==> config.mk <==
export PLATFORM = sky130hd
export DESIGN_NAME = cpu_ctrl_fsm_flat
export DESIGN_NICKNAME = d
export VERILOG_FILES = /design/src/rtl/cpu_ctrl_if.sv /design/src/rtl/cpu_ctrl_fsm.sv /design/src/flat_wrapper.sv
export SDC_FILE = /design/constraint.sdc
export NUM_CORES = 1
export LEC_CHECK = 0
export BUFFER_PORTS_ARGS = -buffer_cell sky130_fd_sc_hd__buf_2
export CAP_MARGIN = 5
export CORE_ASPECT_RATIO = 0.9
export CORE_MARGIN = 2
export CORE_UTILIZATION = 47
export CTS_BUF_LIST = sky130_fd_sc_hd__clkbuf_4 sky130_fd_sc_hd__clkbuf_8 sky130_fd_sc_hd__clkbuf_16
export DETAILED_ROUTE_END_ITERATION = 6
export GPL_TIMING_DRIVEN = 0
export PLACE_DENSITY = 0.78
export SLEW_MARGIN = 5
export SYNTH_ARGS = -nofsm -noshare
export SYNTH_HDL_FRONTEND = slang
export SYNTH_SLANG_ARGS = --single-unit
export TNS_END_PERCENT = 30
==> constraint.sdc <==
create_clock -name clk -period 2.26 [get_ports clk]
set_clock_uncertainty 0.1 [all_clocks]
set_input_delay 0.565 -clock clk [delete_from_list [all_inputs] [get_ports clk]]
set_output_delay 0.565 -clock clk [all_outputs]
set_load 0.02 [all_outputs]
==> src/rtl/cpu_ctrl_if.sv <==
// Handshake and datapath-control bundle between the multicycle controller
// and the simple_cpu datapath / instruction source.
interface cpu_ctrl_if #(
    parameter int DATA_WIDTH  = 8,
    parameter int INSTR_WIDTH = 20,
    parameter int REG_BITS    = 2
);
    logic                   instr_valid;
    logic                   instr_ready;
    logic [INSTR_WIDTH-1:0] instruction;

    logic [REG_BITS-1:0]    rf_raddr_a;
    logic [REG_BITS-1:0]    rf_raddr_b;
    logic [REG_BITS-1:0]    rf_waddr;
    logic                   rf_wen;
    logic                   rf_wsel;

    logic                   alu_op;
    logic                   alu_b_sel;
    logic [DATA_WIDTH-1:0]  imm;

    logic                   mem_ren;
    logic                   mem_wen;

    logic                   done;
    logic                   illegal;

    // Controller side: takes instructions in, drives the datapath controls.
    modport master (
        input  instr_valid,
        input  instruction,
        output instr_ready,
        output rf_raddr_a,
        output rf_raddr_b,
        output rf_waddr,
        output rf_wen,
        output rf_wsel,
        output alu_op,
        output alu_b_sel,
        output imm,
        output mem_ren,
        output mem_wen,
        output done,
        output illegal
    );

    // Instruction source / datapath side.
    modport slave (
        output instr_valid,
        output instruction,
        input  instr_ready,
        input  rf_raddr_a,
        input  rf_raddr_b,
        input  rf_waddr,
        input  rf_wen,
        input  rf_wsel,
        input  alu_op,
        input  alu_b_sel,
        input  imm,
        input  mem_ren,
        input  mem_wen,
        input  done,
        input  illegal
    );
endinterface

==> src/rtl/cpu_ctrl_fsm.sv <==
// Multicycle control unit for simple_cpu. One instruction is accepted per
// valid/ready handshake into an internal IR, then sequenced through
// DECODE/EXEC/MEM/WB (or ERR for rejected encodings). All datapath controls
// are Moore outputs decoded from the state and the IR only, so an async
// reset drops every strobe immediately. Truncation of the ALU result to the
// data-memory address width is done in the datapath, not here.
module cpu_ctrl_fsm #(
    parameter int DATA_WIDTH  = 8,
    parameter int INSTR_WIDTH = 20,
    parameter int REG_BITS    = 2
) (
    input  logic       clk,
    input  logic       rst,
    cpu_ctrl_if.master bus
);

    typedef enum logic [2:0] {
        IDLE   = 3'd0,
        DECODE = 3'd1,
        EXEC   = 3'd2,
        MEM    = 3'd3,
        WB     = 3'd4,
        ERR    = 3'd5
    } state_t;

    localparam logic [1:0] TYPE_ALU   = 2'b01;
    localparam logic [1:0] TYPE_LOAD  = 2'b10;
    localparam logic [1:0] TYPE_STORE = 2'b11;

    state_t                 state_q, state_d;
    logic [INSTR_WIDTH-1:0] ir_q, ir_d;

    logic [1:0] ir_type;
    logic [1:0] ir_x1;
    logic [1:0] ir_x2;
    logic [1:0] ir_x3;
    logic [7:0] ir_imm;
    logic [3:0] ir_opcode;
    logic       is_alu;
    logic       is_load;
    logic       is_store;
    logic       is_illegal;

    assign ir_type   = ir_q[19:18];
    assign ir_x1     = ir_q[17:16];
    assign ir_x2     = ir_q[15:14];
    assign ir_x3     = ir_q[13:12];
    assign ir_imm    = ir_q[11:4];
    assign ir_opcode = ir_q[3:0];

    assign is_alu     = (ir_type == TYPE_ALU);
    assign is_load    = (ir_type == TYPE_LOAD);
    assign is_store   = (ir_type == TYPE_STORE);
    // Type 00 is never valid; ALU opcodes above SUB are reserved.
    assign is_illegal = (ir_type == 2'b00) || (is_alu && (ir_opcode[3:1] != 3'b000));

    // State and instruction register, cleared immediately by the async reset.
    always_ff @(posedge clk or negedge rst) begin
        if (!rst) begin
            state_q <= IDLE;
            ir_q    <= '0;
        end else begin
            state_q <= state_d;
            ir_q    <= ir_d;
        end
    end

    // Next-state sequencing; the IR only loads on an accepted handshake.
    always_comb begin
        state_d = state_q;
        ir_d    = ir_q;
        case (state_q)
            IDLE: begin
                if (bus.instr_valid) begin
                    ir_d    = bus.instruction;
                    state_d = DECODE;
                end
            end
            DECODE: begin
                state_d = is_illegal ? ERR : EXEC;
            end
            EXEC: begin
                state_d = is_alu ? WB : MEM;
            end
            MEM: begin
                state_d = is_load ? WB : IDLE;
            end
            WB: begin
                state_d = IDLE;
            end
            ERR: begin
                state_d = IDLE;
            end
            default: begin
                state_d = IDLE;
            end
        endcase
    end

    // Moore output decode: IR-derived fields are held from DECODE to retire, strobes only in their states.
    always_comb begin
        bus.instr_ready = (state_q == IDLE);
        bus.rf_raddr_a  = '0;
        bus.rf_raddr_b  = '0;
        bus.rf_waddr    = '0;
        bus.rf_wen      = 1'b0;
        bus.rf_wsel     = 1'b0;
        bus.alu_op      = 1'b0;
        bus.alu_b_sel   = 1'b0;
        bus.imm         = '0;
        bus.mem_ren     = 1'b0;
        bus.mem_wen     = 1'b0;
        bus.done        = 1'b0;
        bus.illegal     = 1'b0;

        if (state_q != IDLE) begin
            bus.rf_raddr_a = REG_BITS'(ir_x2);
            bus.rf_raddr_b = is_store ? REG_BITS'(ir_x1) : REG_BITS'(ir_x3);
            bus.rf_waddr   = REG_BITS'(ir_x1);
            bus.imm        = DATA_WIDTH'(ir_imm);
            bus.alu_op     = is_alu & ir_q[0];
            bus.alu_b_sel  = is_load | is_store;
        end

        case (state_q)
            MEM: begin
                if (is_load) begin
                    bus.mem_ren = 1'b1;
                end else begin
                    bus.mem_wen = 1'b1;
                    bus.done    = 1'b1;
                end
            end
            WB: begin
                bus.rf_wen  = 1'b1;
                bus.rf_wsel = is_load;
                bus.done    = 1'b1;
            end
            ERR: begin
                bus.done    = 1'b1;
                bus.illegal = 1'b1;
            end
            default: begin
            end
        endcase
    end

endmodule

==> src/flat_wrapper.sv <==
// flat-port wrapper written by rule: the top's interface ports become plain ports
module cpu_ctrl_fsm_flat 
#(
    parameter int DATA_WIDTH  = 8,
    parameter int INSTR_WIDTH = 20,
    parameter int REG_BITS    = 2
)
  (clk, rst, bus_instr_valid, bus_instruction, bus_instr_ready, bus_rf_raddr_a, bus_rf_raddr_b, bus_rf_waddr, bus_rf_wen, bus_rf_wsel, bus_alu_op, bus_alu_b_sel, bus_imm, bus_mem_ren, bus_mem_wen, bus_done, bus_illegal);
  cpu_ctrl_if #(.DATA_WIDTH(DATA_WIDTH), .INSTR_WIDTH(INSTR_WIDTH), .REG_BITS(REG_BITS)) bus_i ();
  input  logic clk;
  input  logic rst;
  input wire logic [$bits(bus_i.instr_valid)-1:0] bus_instr_valid;
  input wire logic [$bits(bus_i.instruction)-1:0] bus_instruction;
  output wire logic [$bits(bus_i.instr_ready)-1:0] bus_instr_ready;
  output wire logic [$bits(bus_i.rf_raddr_a)-1:0] bus_rf_raddr_a;
  output wire logic [$bits(bus_i.rf_raddr_b)-1:0] bus_rf_raddr_b;
  output wire logic [$bits(bus_i.rf_waddr)-1:0] bus_rf_waddr;
  output wire logic [$bits(bus_i.rf_wen)-1:0] bus_rf_wen;
  output wire logic [$bits(bus_i.rf_wsel)-1:0] bus_rf_wsel;
  output wire logic [$bits(bus_i.alu_op)-1:0] bus_alu_op;
  output wire logic [$bits(bus_i.alu_b_sel)-1:0] bus_alu_b_sel;
  output wire logic [$bits(bus_i.imm)-1:0] bus_imm;
  output wire logic [$bits(bus_i.mem_ren)-1:0] bus_mem_ren;
  output wire logic [$bits(bus_i.mem_wen)-1:0] bus_mem_wen;
  output wire logic [$bits(bus_i.done)-1:0] bus_done;
  output wire logic [$bits(bus_i.illegal)-1:0] bus_illegal;
  assign bus_i.instr_valid = bus_instr_valid;
  assign bus_i.instruction = bus_instruction;
  assign bus_instr_ready = bus_i.instr_ready;
  assign bus_rf_raddr_a = bus_i.rf_raddr_a;
  assign bus_rf_raddr_b = bus_i.rf_raddr_b;
  assign bus_rf_waddr = bus_i.rf_waddr;
  assign bus_rf_wen = bus_i.rf_wen;
  assign bus_rf_wsel = bus_i.rf_wsel;
  assign bus_alu_op = bus_i.alu_op;
  assign bus_alu_b_sel = bus_i.alu_b_sel;
  assign bus_imm = bus_i.imm;
  assign bus_mem_ren = bus_i.mem_ren;
  assign bus_mem_wen = bus_i.mem_wen;
  assign bus_done = bus_i.done;
  assign bus_illegal = bus_i.illegal;
  cpu_ctrl_fsm #(.DATA_WIDTH(DATA_WIDTH), .INSTR_WIDTH(INSTR_WIDTH), .REG_BITS(REG_BITS)) u_core (.clk(clk), .rst(rst), .bus(bus_i));
endmodule
==> results.txt, run 1 <==
The x dimension of the die is 56.28 um. The path type of the worst min-delay path is input pin to asynchronous set/reset pin. In this design, the critical path's most frequently occurring cell is sky130_fd_sc_hd__buf_6. The fraction of post-synthesis cell area in the top cell type by area came out at 49.78%. The maximum ir drop on the vdd rail came out at approximately 0.00083 V.

The most critical setup path has its startpoint at u_core.state_q[2]$_DFFE_PN0P_. The total I/O pin count is 46. The period utilization came out at a little over nine tenths. By startpoint and endpoint, the worst setup path is classified as register to primary output. In this run the vertical extent of the chip is 51.05 um. The diode insertion count for antenna repair came out at 0. TritonCTS built the clock tree. The library cell used as clock root buffer is sky130_fd_sc_hd__clkbuf_4. The number of buffers on the longest clock path came out at 2. Entering global routing, the biggest net connects 24 pins. The delay of the slowest cell on the worst path came out at 0.39 ns. The clock insertion delay at the later pin of the skew report is 0.30 ns. In the synthesized netlist the dominant register cell turns out to be sky130_fd_sc_hd__dfrtp_1. The number of placed cells counting well taps is 170.

Counting distinct cell types in the post-synthesis netlist gives 27. The post-synthesis average cell area came out at roughly 12 um^2. The power per cell area came out at 1551 nW/um^2. The synthesized flop and latch total came out at 23.

The number of buffers created by CTS is 3. Traced cell by cell, the critical path runs through buf_6 > nor3_4 > buf_6 > and2b_1 > buf_6. The sequential-to-total area share from yosys stat is about half. The via count of the first global-routing pass is 827. The initial antenna violation count was 0. The fraction of final layout cells sized beyond drive strength 1 is 57.52%.

The initial utilization of the core area, before any placement, comes to 48.10%. The routed layout has between 900 and 1000 vias. The post-synth net total is 120. Final hold analysis gives a worst-case slack of 0.1061 ns. The number of buffers inserted by hold repair at cts came out at 0. The number of DRC markers after the initial detailed-route iteration came out at 9. The total overflow reported by the global router came out at 0.

The setup slack of the worst register-to-register path came out at 0.46 ns. The global routing usage summed across all routing layers is between 15 and 20%. Clock-pin slew was measured on the worst setup and hold paths at approximately 0.12 ns.

In this run the cell area of the synthesized design comes to approximately 1200 um^2. The shortest clock period the worst path allows after layout came out at about 2.2 ns. Headroom to the max-slew limit came out at roughly 66%.

The post-layout worst setup margin is 0.06571 ns. The maximum frequency from static timing analysis came out at 455.7 MHz. The worst setup path is captured at a primary output. The worst setup path is launched from a register. The congestion estimate from routability-driven global placement came to 0.7489. The depth of the CTS H-tree came out at 1. The placeable core region is 2404 um^2. The share of synthesized flip-flops with an asynchronous set or reset is 100.0%. The growth of design area from synthesis to finish is 34.20%. The total negative slack is 0 ns.

The number of cells in the finished layout apart from fillers came out at 181. Row generation in the floorplan step produced 17 rows. Ranked by total cell area, the synthesized netlist is headed by sky130_fd_sc_hd__dfrtp_1 50%, sky130_fd_sc_hd__mux2_2 19%, sky130_fd_sc_hd__nor2b_1 6.0%. The port buffer count is 45. The number of maximum-capacitance constraint violations is 0. For the pin with the worst max-slew slack, the measured transition is 0.5053 ns.

The detail route stage leaves a number of antenna-violating nets equal to 0. After legalization and detailed placement, the total HPWL measured 1.660 mm. The final number of max-transition violations came to 0. The count of warnings emitted by yosys is 0. Using the TritonRoute via totals, the vias-per-cell ratio works out to 5.144. The most frequent cell after synthesis is sky130_fd_sc_hd__dfrtp_1.

The critical register-to-register path startpoint is u_core.state_q[2]$_DFFE_PN0P_. The required arrival time at the worst endpoint is between 1.5 and 2 ns. The maximum fanout count along the critical path came out at 6. Counting instances in the post-synthesis netlist gives the leading cell types as 23 x sky130_fd_sc_hd__dfrtp_1, 19 x sky130_fd_sc_hd__mux2_2, 11 x sky130_fd_sc_hd__nor2b_1, 5 x sky130_fd_sc_hd__nand2_1, 4 x sky130_fd_sc_hd__a21oi_1. The total number of nets in the final design is between 150 and 200. The final setup violation count is 0. The routed wire length per instance came out at 13.65 um.

The detailed-router iteration count before antenna repair came out at 4. Prior to clock tree synthesis, the placed netlist has a worst setup slack of about 0.18 ns. The leakage power of the design is 0.7731 nW.

The synthesized instance count came out at 97. The top cell type by total area after synthesis is sky130_fd_sc_hd__dfrtp_1. The length in cells of the worst reg-to-reg path came out at 6.

The slowest stage of the critical path belongs to the cell sky130_fd_sc_hd__dfrtp_1. At the worst endpoint, the arrival time is 1.53 ns. The first global-routing pass estimated roughly 3.6 mm of wire.

The number of enable flip-flop cells after synthesis is 0. The clock net in this run drives a total of 23 sinks. Setup repair after global routing could not meet its margin everywhere.

The die area is 2873 um^2. The number of remaining DRC errors came out at 0. For this block, the routed nets add up to 2.470 mm of wire. The flow ran to the end, and the final reports show no timing, DRC or antenna violations. The hold violation count in the final report is 0.
[critical path, delay by kind of cell, from the launching register on]
kind | cells | cell delay (ns)
flops | 1 | 0.39
simple gates | 2 | 0.43
buf+inv | 3 | 0.40
[power by group]
| part | internal, mW | total [mW] | switching (mW) |
|---|---|---|---|
| clock | 0.0807 | 0.199 | 0.119 |
| combinational | 0.728 | 1.47 | 0.745 |
| sequential | 0.614 | 0.733 | 0.119 |
[logic make-up (layout without fill, tap and decap cells)]
| logic type | after synthesis | count (layout) | synth area share (%) |
|---|---|---|---|
| flip-flops | 23 | 23 | 49.78 |
| multiplexers | 20 | 20 | 19.81 |
| AND/OR/NAND/NOR | 35 | 35 | 19.16 |
| AO/OA/AOI/OAI | 9 | 9 | 5.303 |
| buffers and inverters | 9 | 65 | 5.194 |
| XOR/XNOR | 1 | 1 | 0.7577 |
[metal layers]
layer / share of wire [%] / track usage (%) / wire [um]
met5: 0 / 0 / 0
met4: 1.0 / 7.937 / 25
met3: 4.0 / 1.772 / 100
met2: 53 / 28.24 / 1318
met1: 41 / 20.36 / 1025
[metrics by stage]
step	util (%)	total power [mW]	cell area, um^2
after CTS	61.58	2.277	1480
after floorplan	-	1.657	1156
after global routing	64.55	2.554	1551
final	64.55	2.407	1551
after global placement	58.93	1.972	1416
after detailed placement	58.93	2.008	1416
[layout by cell type (no fill, tap or decap), drive strengths merged]
cell type,count
a211oi,1
a21o,1
a21oi,4
a311o,1
a31oi,1
and2,1
and2b,2
and3,1
buf,58
clkbuf,5
dfrtp,23
inv,2
mux2,20
nand2,5
nand2b,1
nand3,3
nand4,1
nor2,3
nor2b,11
nor3,4
nor4bb,2
o21ai,1
or4b,1
xnor2,1
[registers in the layout (all words and copies together) (netlist names)]
| name | cells |
|---|---|
| u_core.state_q | 3 |
| u_core.ir_q | 20 |
[final timing paths]
path                                                to
setup / recovery                            bus_imm[2]
hold reg to reg             u_core.ir_q[8]$_DFFE_PN0P_
max in group asynchronous   u_core.ir_q[6]$_DFFE_PN0P_
min in group clk            u_core.ir_q[3]$_DFFE_PN0P_
hold / removal              u_core.ir_q[2]$_DFFE_PN0P_
setup reg to reg           u_core.ir_q[14]$_DFFE_PN0P_
[layout make-up]
cell class,instances,area [um^2]
Inverter,2,7.507
Multi-Input combinational cell,65,535.5
Fill cell,190,852.1
Sequential cell,23,575.6
Tap cell,28,35.03
Clock buffer,4,30.03
Timing Repair Buffer,52,299.0
Buffer,7,68.82
[timing repair]
item	in CTS	in global routing
setup buffers	4	3
endpoints found under the setup margin	12	17
pin swaps	1	1
resized for setup	2	15
hold endpoints to repair	0	0
No activity file was read; power rests on OpenSTA's default activity.
==> inputs of run 2 (changes only) <==
--- a/config.mk
+++ b/config.mk
@@ -10,7 +10,7 @@
 export CORE_ASPECT_RATIO = 0.9
 export CORE_MARGIN = 2
 export CORE_UTILIZATION = 47
-export CTS_BUF_LIST = sky130_fd_sc_hd__clkbuf_4 sky130_fd_sc_hd__clkbuf_8 sky130_fd_sc_hd__clkbuf_16
+export CTS_BUF_LIST = sky130_fd_sc_hd__clkbuf_16
 export DETAILED_ROUTE_END_ITERATION = 6
 export GPL_TIMING_DRIVEN = 0
 export PLACE_DENSITY = 0.78
==> run 2 against run 1 <==
- total power is 1.8% higher
- global-route usage down 0.66 points
- clock-buffer cell count is 1 lower
- final cell count down 2.2%
- clock power is 84% higher
- via count shrank 3.8%
- first-iteration DRC count decreased by 67%
- routed wire length down 7.8%
- setup slack gained 0.027 ns
- sequential share of layout area increased by 0.36 points
- final area is 0.97% lower
- register-to-register slack is essentially flat
==> results.txt, run 2 (synthesis gave the netlist of run 1 again) <==
The via count of the first global-routing pass was 816 (was 827). The cell class contributing the biggest share of worst-path delay is buffers and inverters (was simple AND/OR/NAND/NOR gates). The sequential group share of total power is 30.7% (was 30.5%). The combined area of the multi-input logic cells is 526.8 um^2 (was 535.5 um^2). The number of routed nets with antenna violations is 0 (unchanged). The growth of design area from synthesis to finish is 32.90% (was 34.20%). The flip-flop count of the largest register after layout is 20 (unchanged). The cell area after layout came out at 1536 um^2 (was 1551 um^2).

The total number of nets in the final design came out at 173 (was 177). The routed via count is 896 (was 931). The filler cell count came out at 192 (was 190). The total overflow reported by the global router came out at 0 (unchanged). The placer congestion estimate came out at 0.7489 (unchanged). Largest registers: u_core.ir_q (20), u_core.state_q (3) (unchanged).

The placeable core region came out at 2404 um^2 (unchanged). The startpoint-to-endpoint class of the critical path is register to primary output (unchanged). The clock tree from TritonCTS is done (unchanged). The routed wire length per instance is 12.87 um (was 13.65 um). The CTS sink count came out at 23 (unchanged). The global routing usage summed across all routing layers is 15.59% (was 16.25%). The cell with the biggest individual delay on the critical path was sky130_fd_sc_hd__dfrtp_1 (unchanged). The wire length on met1 came out at 991 um (was 1.025 mm).

The number of buffer and inverter stages on the critical path came out at 3 (unchanged). The total negative slack came to 0 ns (unchanged). Top library cells by usage in the layout, fill and taps aside: 46 x sky130_fd_sc_hd__buf_2, 23 x sky130_fd_sc_hd__dfrtp_1, 19 x sky130_fd_sc_hd__mux2_2 (was 41 x sky130_fd_sc_hd__buf_2, 23 x sky130_fd_sc_hd__dfrtp_1, 19 x sky130_fd_sc_hd__mux2_2). The kind of capture point of the worst setup path was a primary output (unchanged). The post-place instance area came out at 1416 um^2 (unchanged). The routed length on met2 was 1.146 mm (was 1.318 mm). The delay of the slowest cell on the worst path came out at 0.35 ns (was 0.39 ns).

The part of the total power dissipated in the clock network is 15.0% (was 8.3%). The endpoint arrival time on the critical path came to 1.50 ns (was 1.53 ns). The combinational group share of total power is 54.4% (was 61.2%). The clock insertion delay at the later pin of the skew report is 0.25 ns (was 0.30 ns). The depth of the CTS H-tree is 1 (unchanged). The first-pass GRT wire length was 3.456 mm (was 3.608 mm). The net switching power is 960.2 uW (was 983.4 uW).

The die area came out at 2873 um^2 (unchanged). The initial antenna violation count came to 0 (unchanged). The library cell used as clock root buffer is sky130_fd_sc_hd__clkbuf_16 (was sky130_fd_sc_hd__clkbuf_4).

The kind of start point of the critical path is a register (unchanged). The hold violation count in the final report came out at 0 (unchanged). The sum of internal, switching and leakage power came to 2.449 mW (was 2.407 mW). The leakage power of the design came out at 0.7639 nW (was 0.7731 nW). The maximum frequency from static timing analysis is 461.5 MHz (was 455.7 MHz). The diode insertion count for antenna repair was 0 (unchanged). The number of maximum-capacitance constraint violations came out at 0 (unchanged).

The number of buffers created by CTS is 3 (unchanged). The x dimension of the die is 56.28 um (unchanged). The final HPWL from detailed placement came out at 1.660 mm (unchanged).

The most frequent standard cell in the layout excluding fill and tap cells was sky130_fd_sc_hd__buf_2 (unchanged). Unrepaired setup endpoints after global routing: false (was true). The fraction of final layout cells sized beyond drive strength 1 is 55.70% (was 57.52%). The pin count of the biggest net entering global routing is 24 (unchanged). Status: finished, final reports clean (unchanged).

The required arrival time at the worst endpoint is 1.59 ns (about the same). The relative max-transition margin came out at 66.66% (was 66.32%). The period utilization was 95.88% (was 97.09%). The number of buffers inserted by hold repair at cts is 0 (unchanged). The number of cell rows is 17 (unchanged). The internal power came out at 1.489 mW (was 1.423 mW). The post-detailed-route via-to-cell ratio came out at 5.062 (was 5.144).

The number of buffers on the longest clock path is 2 (unchanged). The total I/O pin count came out at 46 (unchanged). The maximum ir drop on the vdd rail came to 0.0008319 V (was 0.0008289 V).

The floorplan die height is 51.05 um (unchanged). The actual transition at the worst max-transition pin is 0.5001 ns (was 0.5053 ns). The highest routing layer actually used is met4 (unchanged). The wire length on met3 is 103 um (was 100 um).

The initial core utilization was 48.10% (unchanged). The total detailed-routing wirelength was 2.278 mm (was 2.470 mm). The number of DRC markers after the initial detailed-route iteration came out at 3 (was 9).

The register area came out at 575.6 um^2 (unchanged). The post-CTS clock slew at the launch and capture registers of the worst setup and hold paths was 0.06 ns (was 0.12 ns). The path type of the worst min-delay path is input pin to asynchronous set/reset pin (unchanged).

The shortest clock period the worst path allows after layout is 2.167 ns (was 2.194 ns). The register containing the most flip-flops in the final layout is u_core.ir_q (unchanged). The final setup violation count was 0 (unchanged). Crit path cell chain: clkbuf_4 > nor3_4 > buf_2 > nor2b_1 > buf_2 (was buf_6 > nor3_4 > buf_6 > and2b_1 > buf_6). The fraction of power spent switching nets was 39.21% (was 40.86%). The power per cell area came out at 1594 nW/um^2 (was 1551 nW/um^2). The most repeated library cell on the critical path is sky130_fd_sc_hd__buf_2 (was sky130_fd_sc_hd__buf_6). The final number of max-transition violations is 0 (unchanged). The detailed-router iteration count before antenna repair is 4 (unchanged). The port buffer count came to 45 (unchanged). The maximum fanout count along the critical path came out at 10 (was 6). The number of remaining DRC errors is 0 (unchanged).
==> run 2: final cells by class <==
type | count | area share, %
tap | 28 | 2.280
clock inverter | 1 | 0.2443
clock buffer | 3 | 4.886
buffer | 6 | 3.502
multi-input combinational | 65 | 34.28
inverter | 2 | 0.4886
timing repair buffer | 49 | 16.86
sequential | 23 | 37.46
==> run 2: final timing paths <==
kind | startpoint | end | slack [ns] | cells after the start
hold / removal | rst | u_core.ir_q[2]$_DFFE_PN0P_ | 0.18 | 1
max in group asynchronous | rst | u_core.ir_q[7]$_DFFE_PN0P_ | 1.54 | 1
hold reg to reg | u_core.ir_q[8]$_DFFE_PN0P_ | u_core.ir_q[8]$_DFFE_PN0P_ | 0.40 | 1
min in group clk | u_core.ir_q[8]$_DFFE_PN0P_ | u_core.ir_q[8]$_DFFE_PN0P_ | 0.40 | 1
setup reg to reg | u_core.state_q[1]$_DFFE_PN0P_ | u_core.ir_q[2]$_DFFE_PN0P_ | 0.47 | 6
setup / recovery | u_core.state_q[1]$_DFFE_PN0P_ | bus_imm[3] | 0.09 | 5
==> run 2: power groups by stage <==
stage                     clock network, mW  registers [mW]  logic (mW)
final                                 0.366           0.752        1.33
after global routing                  0.400           0.775        1.42
after CTS                             0.376           0.723        1.35
after detailed placement                  0           0.729        1.28
after global placement                    0           0.715        1.26
after floorplan                           0           0.696       0.961
==> run 2: timing repair <==
item                                    in CTS  in global routing
gates cloned                                 0                  0
resized for setup                            0                  4
setup buffers                                4                  0
endpoints found under the setup margin       9                  4
pin swaps                                    1                  0
==> run 2: per-layer routing <==
metal	vias to the layer above	GRT usage, %
li1	444	-
met1	427	19.05
met2	21	27.45
met3	4	1.772
met4	0	7.937
met5	-	0
==> run 2: through the flow <==
stage	std cells	setup slack, ns	hold slack, ns	utilization [%]
floorplan	97	0.1653	0.1694	-
global placement	170	0.1942	0.3802	58.93
detailed placement	170	0.1823	0.3918	58.93
CTS	178	0.03717	0.1959	63.46
global route	177	0.01731	0.2213	63.93
finish	177	0.09306	0.1751	63.93
==> inputs of run 3 (changes only) <==
--- a/config.mk
+++ b/config.mk
@@ -5,15 +5,15 @@
 export SDC_FILE = /design/constraint.sdc
 export NUM_CORES = 1
 export LEC_CHECK = 0
-export BUFFER_PORTS_ARGS = -buffer_cell sky130_fd_sc_hd__buf_2
 export CAP_MARGIN = 5
 export CORE_ASPECT_RATIO = 0.9
 export CORE_MARGIN = 2
-export CORE_UTILIZATION = 47
+export CORE_UTILIZATION = 55
 export CTS_BUF_LIST = sky130_fd_sc_hd__clkbuf_16
 export DETAILED_ROUTE_END_ITERATION = 6
+export DONT_BUFFER_PORTS = 1
 export GPL_TIMING_DRIVEN = 0
-export PLACE_DENSITY = 0.78
+export PLACE_DENSITY = 0.7
 export SLEW_MARGIN = 5
 export SYNTH_ARGS = -nofsm -noshare
 export SYNTH_HDL_FRONTEND = slang
==> run 3 against run 2 <==
- fmax fell by 1.7%
- non-clock buffer count down 47
- critical path depth fell by 2
- first-iteration DRC count rose to 3.7 times the previous value
- combinational power is 17% lower
- clock power grew 5%
- sequential share of layout area grew 6.6 points
- final cell count is 28% lower
- critical path type unchanged
==> results.txt, run 3 (synthesis gave the netlist of run 1 again) <==
Status: finished, final reports clean (unchanged). The placer congestion estimate came out at 0.7379 (was 0.7489). Largest registers: u_core.ir_q (20), u_core.state_q (3) (unchanged). The library cell used as clock root buffer is sky130_fd_sc_hd__clkbuf_16 (unchanged). The number of remaining DRC errors came out at 0 (unchanged). The number of buffers created by CTS came out at 3 (unchanged). The final setup violation count is 0 (unchanged). The shortest clock period the worst path allows after layout came to 2.205 ns (was 2.167 ns). The number of maximum-capacitance constraint violations was 0 (unchanged). The fraction of final layout cells sized beyond drive strength 1 came out at 36.27% (was 55.70%). The leakage power of the design is 0.5497 nW (was 0.7639 nW). The path type of the worst min-delay path is input pin to register (was input pin to asynchronous set/reset pin).

The post-CTS clock slew at the launch and capture registers of the worst setup and hold paths came out at 0.06 ns (about the same). The final-layout worst hold slack came out at 0.3519 ns (was 0.1751 ns). The initial core utilization is 59.23% (was 48.10%). The clock insertion delay at the later pin of the skew report is 0.25 ns (about the same). The via count of the first global-routing pass is 643 (was 816). The total I/O pin count came out at 46 (unchanged). The number of cells in the finished layout apart from fillers is 127 (was 177).

The worst reg2reg path endpoint is u_core.ir_q[6]$_DFFE_PN0P_ (was u_core.ir_q[2]$_DFFE_PN0P_). The number of routed nets with antenna violations came out at 0 (unchanged). The cell area after layout came out at 1305 um^2 (was 1536 um^2).

The CTS sink count is 23 (unchanged). The flip-flop count of the largest register after layout is 20 (unchanged). The endpoint arrival time on the critical path came out at 1.54 ns (was 1.50 ns).

The post-place instance area came out at 1187 um^2 (was 1416 um^2). The length in cells of the worst reg-to-reg path came to 5 (was 6). The most frequent standard cell in the layout excluding fill and tap cells is sky130_fd_sc_hd__dfrtp_1 (was sky130_fd_sc_hd__buf_2). The number of placed cells counting well taps came out at 122 (was 170). The growth of design area from synthesis to finish is 12.88% (was 32.90%).

The setup slack of the worst register-to-register path is 0.42 ns (was 0.47 ns). The required arrival time at the worst endpoint came out at 1.59 ns (about the same). The pin count of the biggest net entering global routing came out at 24 (unchanged). The relative max-transition margin came out at 31.07% (was 66.66%).

The actual transition at the worst max-transition pin came out at 1.030 ns (was 0.5001 ns). Top library cells by usage in the layout, fill and taps aside: 23 x sky130_fd_sc_hd__dfrtp_1, 19 x sky130_fd_sc_hd__mux2_2, 11 x sky130_fd_sc_hd__nor2b_1 (was 46 x sky130_fd_sc_hd__buf_2, 23 x sky130_fd_sc_hd__dfrtp_1, 19 x sky130_fd_sc_hd__mux2_2). The maximum fanout count along the critical path is 10 (unchanged). The startpoint-to-endpoint class of the critical path is register to primary output (unchanged).

The die area is 2485 um^2 (was 2873 um^2). The detailed-router iteration count before antenna repair is 4 (unchanged). The total detailed-routing wirelength came out at 2.044 mm (was 2.278 mm). The maximum frequency from static timing analysis came out at 453.6 MHz (was 461.5 MHz). The sum of internal, switching and leakage power is 2.217 mW (was 2.449 mW).

The number of cell rows came out at 15 (was 17). The hold violation count in the final report is 0 (unchanged). The total overflow reported by the global router came out at 0 (unchanged). The initial antenna violation count is 0 (unchanged). The depth of the CTS H-tree came out at 1 (unchanged). The number of DRC markers after the initial detailed-route iteration is 11 (was 3). The clock tree from TritonCTS is done (unchanged). The startpoint of the worst hold path is bus_instr_valid.

The total number of nets in the final design came to 126 (was 173). The critical register-to-register path startpoint is u_core.state_q[2]$_DFFE_PN0P_ (was u_core.state_q[1]$_DFFE_PN0P_). The routed via count is 745 (was 896). The power per cell area came out at 1699 nW/um^2 (was 1594 nW/um^2). The kind of start point of the critical path is a register (unchanged). The final HPWL from detailed placement was 1.491 mm (was 1.660 mm). The register containing the most flip-flops in the final layout is u_core.ir_q (unchanged). The port buffer count came out at 0 (was 45). The period utilization came out at 97.55% (was 95.88%). The first-pass GRT wire length is 3.077 mm (was 3.456 mm). The maximum ir drop on the vdd rail is 0.001185 V (was 0.0008319 V). The floorplan die height is 47.50 um (was 51.05 um).

For hold timing, the worst endpoint is u_core.ir_q[19]$_DFFE_PN0P_. The final number of max-transition violations was 0 (unchanged). The diode insertion count for antenna repair is 0 (unchanged). The placeable core region came out at 1952 um^2 (was 2404 um^2). The number of buffers on the longest clock path is 2 (unchanged). The x dimension of the die was 52.33 um (was 56.28 um).

The global routing usage summed across all routing layers is 17.48% (was 15.59%). The routed wire length per instance was 16.09 um (was 12.87 um). The post-detailed-route via-to-cell ratio is 5.866 (was 5.062). The kind of capture point of the worst setup path is a primary output (unchanged). The total negative slack came to 0 ns (unchanged). Unrepaired setup endpoints after global routing: true (was false). The number of cells on the worst hold path is 2.
run 3: routing by layer:
layer / up-vias / track usage (%) / wire [um]
met5: - / 0 / 0
li1: 344 / - / -
met3: 2 / 6.250 / 200
met1: 359 / 25.62 / 945
met2: 40 / 25.00 / 887
met4: 0 / 4.615 / 10
run 3: final cells by class:
class / count / area (um^2)
fillers: 170 / 646.9
clock buffers: 3 / 75.07
flip-flops and latches: 23 / 575.6
inverters: 2 / 7.507
well taps: 25 / 31.28
multi-input cells: 65 / 538.0
repair buffers: 1 / 10.01
clock inverters: 1 / 7.507
plain buffers: 7 / 60.06
run 3: through the flow:
stage,utilization [%],worst slack [ns]
5_1_grt,66.86,-0.02413
4_1_cts,66.86,0.04890
3_5_place_dp,60.83,-0.01621
2_1_floorplan,-,0.1653
3_3_place_gp,60.83,-0.008729
6_report,66.86,0.05535
run 3: timing repair:
item                                   in CTS  in global routing
hold buffers                                1                  0
gates cloned                                0                  0
buffers inserted                            0                  0
setup endpoints to repair                  11                 10
gates resized for setup                     6                  0
endpoints found under the hold margin      23                  0
run 3: critical path, cell delays in order, from the launching register on:
cell,delay (ns)
sky130_fd_sc_hd__dfrtp_1,0.37
sky130_fd_sc_hd__clkbuf_2,0.18
sky130_fd_sc_hd__nand2b_1,0.19
sky130_fd_sc_hd__nor3_1,0.55
run 3: how the worst max path moves through the flow:
stage	startpoint	to	slack (ns)
floorplan	u_core.ir_q[18]$_DFFE_PN0P_	bus_done	0.17
finish	u_core.ir_q[18]$_DFFE_PN0P_	bus_mem_ren	0.06
detailed placement	u_core.ir_q[18]$_DFFE_PN0P_	bus_done	-0.02
global route	u_core.state_q[1]$_DFFE_PN0P_	bus_imm[5]	-0.02
global placement	u_core.ir_q[18]$_DFFE_PN0P_	bus_done	-0.009
CTS	u_core.state_q[1]$_DFFE_PN0P_	bus_rf_raddr_a[0]	0.05
run 3: where the power goes:
part | total (mW) | switching, mW | internal (mW)
sequential | 0.721 | 0.105 | 0.617
clock | 0.384 | 0.144 | 0.240
combinational | 1.11 | 0.664 | 0.447
total | 2.22 | 0.913 | 1.30
